### config.mk
export PLATFORM = sky130hd
export DESIGN_NAME = regfile_scoreboard
export DESIGN_NICKNAME = d
export VERILOG_FILES = /design/src/rtl/regfile_scoreboard.sv
export SDC_FILE = /design/constraint.sdc
export NUM_CORES = 2
export LEC_CHECK = 0
export CAP_MARGIN = 20
export CELL_PAD_IN_SITES_DETAIL_PLACEMENT = 1
export CELL_PAD_IN_SITES_GLOBAL_PLACEMENT = 2
export CORE_MARGIN = 3
export CORE_UTILIZATION = 43
export CTS_CLUSTER_SIZE = 30
export DETAILED_ROUTE_END_ITERATION = 7
export PLACE_DENSITY_LB_ADDON = 0.2
export REMOVE_ABC_BUFFERS = 1
export SYNTH_ARGS = -nofsm -noshare
export SYNTH_HDL_FRONTEND = slang
export SYNTH_SLANG_ARGS = --single-unit
### constraint.sdc
create_clock -name clk -period 3.5 [get_ports clk]
set_input_delay 0.7 -clock clk [delete_from_list [all_inputs] [get_ports clk]]
set_output_delay 0.7 -clock clk [all_outputs]
set_load 0.005 [all_outputs]
### src/rtl/regfile_scoreboard.sv
// Two-read / two-write register file with a per-register busy scoreboard for pending writes.
// Optional feature: define REGFILE_BYPASS_EN to forward same-cycle write data to the read ports.
module regfile_scoreboard #(
  parameter int WIDTH    = 32,
  parameter int ADDR_W   = 5,
  parameter int ZERO_REG = 1
) (
  input  logic              clk,
  input  logic              rst_n,
  input  logic [ADDR_W-1:0] ra1,
  input  logic [ADDR_W-1:0] ra2,
  output logic [WIDTH-1:0]  rd1,
  output logic [WIDTH-1:0]  rd2,
  output logic              busy1,
  output logic              busy2,
  input  logic              we0,
  input  logic [ADDR_W-1:0] wa0,
  input  logic [WIDTH-1:0]  wd0,
  input  logic              we1,
  input  logic [ADDR_W-1:0] wa1,
  input  logic [WIDTH-1:0]  wd1,
  input  logic              rsv_en,
  input  logic [ADDR_W-1:0] rsv_addr,
  output logic              rsv_err
);
  localparam int DEPTH = 2**ADDR_W;
  localparam int NRD   = 2;

  logic [DEPTH-1:0][WIDTH-1:0] r_mem;
  logic [DEPTH-1:0]            r_busy;
  logic                        r_rsv_err;

  logic w_we0, w_we1, w_rsv, w_rsv_clr;

  // Register 0 is hardwired when ZERO_REG: gate every state-changing request aimed at it.
  function automatic logic f_live(input logic [ADDR_W-1:0] a);
    return !((ZERO_REG != 0) && (a == '0));
  endfunction

  assign w_we0     = we0 & f_live(wa0);
  assign w_we1     = we1 & f_live(wa1);
  assign w_rsv     = rsv_en & f_live(rsv_addr);
  assign w_rsv_clr = (w_we0 && (wa0 == rsv_addr)) || (w_we1 && (wa1 == rsv_addr));

  // Statement order encodes priority: port 1 beats port 0, reservation beats the write clear.
  always_ff @(posedge clk or negedge rst_n) begin
    if (!rst_n) begin
      r_mem     <= '0;
      r_busy    <= '0;
      r_rsv_err <= 1'b0;
    end else begin
      if (w_we0) begin
        r_mem[wa0]  <= wd0;
        r_busy[wa0] <= 1'b0;
      end
      if (w_we1) begin
        r_mem[wa1]  <= wd1;
        r_busy[wa1] <= 1'b0;
      end
      if (w_rsv) r_busy[rsv_addr] <= 1'b1;
      r_rsv_err <= w_rsv && r_busy[rsv_addr] && !w_rsv_clr;
    end
  end

  assign rsv_err = r_rsv_err;

  logic [NRD-1:0][ADDR_W-1:0] w_ra;
  logic [NRD-1:0][WIDTH-1:0]  w_rd;
  logic [NRD-1:0]             w_busy;

  assign w_ra = {ra2, ra1};

  for (genvar g = 0; g < NRD; g++) begin : g_rd
    logic w_hit0, w_hit1;
    assign w_hit0    = w_we0 && (wa0 == w_ra[g]);
    assign w_hit1    = w_we1 && (wa1 == w_ra[g]);
    assign w_busy[g] = r_busy[w_ra[g]] & ~w_hit0 & ~w_hit1;
`ifdef REGFILE_BYPASS_EN
    assign w_rd[g] = w_hit1 ? wd1 : (w_hit0 ? wd0 : r_mem[w_ra[g]]);
`else
    assign w_rd[g] = r_mem[w_ra[g]];
`endif
  end

  assign rd1   = w_rd[0];
  assign rd2   = w_rd[1];
  assign busy1 = w_busy[0];
  assign busy2 = w_busy[1];
endmodule

==> flow_summary.json <==
{
  "area_growth_pct": 19.60,
  "rows": 142,
  "antenna_found_initial": 3,
  "clock_latency_ns": 0.78,
  "ios": 161,
  "core_area_sq_um": 151000,
  "crit_fanout": 7,
  "synth_top_cell_by_area": "dfrtp_1",
  "avgSynthCellArea_sq_um": 11.17,
  "violations": "setup timing",
  "htree_levels": 4,
  "drt_iter0_markers": 5876,
  "grt_max_degree": 114,
  "nets": 6116,
  "yosysMostFrequentCell": "dfrtp_1",
  "synthArstFlopShare_pct": 100.0,
  "vias": 53826,
  "drive_gt1_share_pct": 25.72,
  "area.sequential_sq_um": 26450,
  "cp.required_ns": 2.80,
  "fin_ws_ns": -0.03409,
  "status": "finished, violations left",
  "initial_core_util_pct": 43.61,
  "cp-start-kind": "input pin",
  "worstSetupPathType": "input pin to output port",
  "ant_nets": 0,
  "ctsLongestPathBuffers": 3,
  "maxCapViolations": 0,
  "worstMarginPinSlew_ns": 0.9286,
  "cp_slowest_stage_delay_ns": 0.51,
  "io_buffers": 160,
  "hpwl_um": 171100,
  "gp_congestion": 0.8989,
  "grt_pass1_wl_um": 409400,
  "arrival_ns": 2.83,
  "holdWs_ns": 0.3964,
  "syn_area_sq_um": 65860,
  "syn_inst": 5896,
  "dieArea_sq_um": 157900,
  "cts_num_sinks": 1057,
  "vias_per_cell": 6.616,
  "ys.flop_type": "dfrtp_1",
  "grt_overflow": 0,
  "slew_headroom_pct": 37.90,
  "ys_seq_elements": 1057,
  "setup_viol": 1,
  "cts_tree": "done",
  "crit_top_cell": "buf_16",
  "total_power_w": 0.04419,
  "antenna_cells": 0,
  "dr.pass1.iters": 5,
  "cpMaxStageDelayCell": "mux4_2",
  "cp.buffers_inverters": 6,
  "ys_top_cells_by_area": "dfrtp_1, mux4_2, mux2i_1",
  "track_usage_pct": 35.89,
  "hp-class": "flop to flop",
  "end_kind": "output port",
  "peakVddDrop_mv": 0.4078,
  "post-route-min-period_ns": 3.534,
  "fmax_ghz": 0.2830,
  "power_density_nw_per_um2": 561.0,
  "synthTopCellsByCount": "dfrtp_1, mux2i_1, mux4_2, a21oi_1, nor2_1",
  "drc_errors": 0,
  "die_w_um": 397.4,
  "yosys_warnings": 0,
  "die_h_um": 397.4,
  "rsz0062_at_grt": "true",
  "synth_cell_types": 46,
  "grt_pass1_vias": 55463,
  "p_leak_nw": 34.67,
  "dp.cells": 7797,
  "clk_pin_slew_ns": 0.06,
  "critPathTopFamily": "multiplexers",
  "slew_viol_final": 0,
  "seq_area_frac_synth_pct": 40.16,
  "fillerInstances": 15503,
  "wl_um": 283800,
  "worstPathCellList": "buf_16, buf_16, buf_12, buf_16, buf_12, mux4_2, mux4_2, mux2i_2, nor3_2, buf_2",
  "wl_per_cell_um": 34.88,
  "reg2reg_slack_ns": 1.85,
  "yosysTopAreaCellShare_pct": 40.16,
  "cts_made_buffers": 133,
  "cts_root_buffer": "clkbuf_16",
  "multiInputGateArea_sq_um": 36400,
  "hold_viol": 0,
  "finalNonFillerCells": 8136,
  "synth_edf_count": 0,
  "fin_skew_ns": 0.01033,
  "finalCritPeriodShare_pct": 101.0
}
cell usage in the layout, fill, tap and decap left out, drive strengths merged, types with 5 or more instances in the layout:
master / Yosys / layout
clkinv: 0 / 26
nand2b: 6 / 6
a21oi: 640 / 640
mux2i: 1002 / 1002
nand3b: 6 / 6
clkbuf: 497 / 209
and2: 7 / 7
a22o: 10 / 10
xnor2: 18 / 18
dfrtp: 1057 / 1057
nand2: 511 / 511
clkdlybuf4s50: 0 / 83
nor3: 15 / 15
nor2b: 9 / 9
nor4: 7 / 7
dlygate4sd2: 0 / 17
mux4: 664 / 664
xor2: 12 / 12
o21ai: 458 / 458
inv: 65 / 67
nand3: 23 / 23
and3: 6 / 6
buf: 237 / 583
clkdlybuf4s15: 0 / 20
bufinv: 0 / 10
nor2: 613 / 613
a32o: 5 / 5
sequential cells by signal (all words and copies together), names as in the netlist:
signal	flops
rsv_err	1
r_mem	1024
r_busy	32
logic make-up (layout without fill, tap and decap cells):
| family | Yosys count | after routing | synth area share [%] |
|---|---|---|---|
| xor gates and xnor gates | 30 | 30 | 0.3989 |
| AOI/OAI and AO/OA | 1123 | 1123 | 8.666 |
| and+or+nand+nor | 1221 | 1221 | 7.373 |
| buffers and inverters | 799 | 1023 | 5.469 |
| muxes | 1666 | 1666 | 37.93 |
| DFF | 1057 | 1057 | 40.16 |
final timing paths:
check,startpoint,endpoint,cells after the start
worst max-delay path,ra1[0],busy1,10
worst min-delay path,r_mem[18]$_DFF_PN0_,r_mem[18]$_DFF_PN0_,0
worst max register to register,r_busy[5]$_DFF_PN0_,rsv_err$_DFF_PN0_,4
worst min register to register,r_mem[18]$_DFF_PN0_,r_mem[18]$_DFF_PN0_,0
max in group asynchronous,rst_n,r_mem[506]$_DFF_PN0_,3
min in group asynchronous,rst_n,r_mem[805]$_DFF_PN0_,2
worst register-to-register path, delay by kind of cell (launching register included):
| kind | cells | cell delay (ns) |
|---|---|---|
| mux | 1 | 0.48 |
| compound gates | 1 | 0.27 |
| simple gates | 2 | 0.34 |
| flops | 1 | 0.45 |
final cells by class:
type / instances / area share, %
multi-input cells: 4040 / 46.21
flip-flops and latches: 1057 / 33.58
repair buffers: 725 / 11.11
clock buffers: 194 / 4.994
well taps: 2016 / 3.202
clock inverters: 39 / 0.5972
inverters: 65 / 0.3097
power breakdown:
group	internal (W)	switching [W]
logic	0.00663	0.00488
registers	0.0154	0.00298
clock network	0.00850	0.00579
total	0.0305	0.0137
routing by layer:
layer / wire (um) / vias to the layer above / GRT usage, %
met4: 12250 / 0 / 14.02
met2: 128500 / 2844 / 54.74
li1: - / 21723 / -
met5: 0 / - / 0
met1: 116500 / 28618 / 49.98
met3: 26610 / 641 / 8.035
through the flow:
stage | cell area [sq um] | setup TNS [ns] | utilization (%) | setup WS, ns
after global routing | 78770 | -0.1253 | 52.16 | -0.06789
after CTS | 78540 | -0.6298 | 52.01 | -0.1459
after global placement | 72550 | -14.32 | 48.04 | -0.3045
final | 78770 | -0.03409 | 52.16 | -0.03409
after detailed placement | 72550 | -14.80 | 48.04 | -0.3362
after floorplan | 62500 | -208.20 | - | -1.209
what timing repair did:
| item | CTS | global route |
|---|---|---|
| hold buffers | 1 | 0 |
| cloned | 19 | 2 |
| resized for setup | 231 | 64 |
| endpoints found under the setup margin | 66 | 43 |
| setup buffers | 67 | 21 |
| hold endpoints to repair | 18 | 0 |
| pin swaps | 3 | 3 |
(Power assumes the default switching activity.)
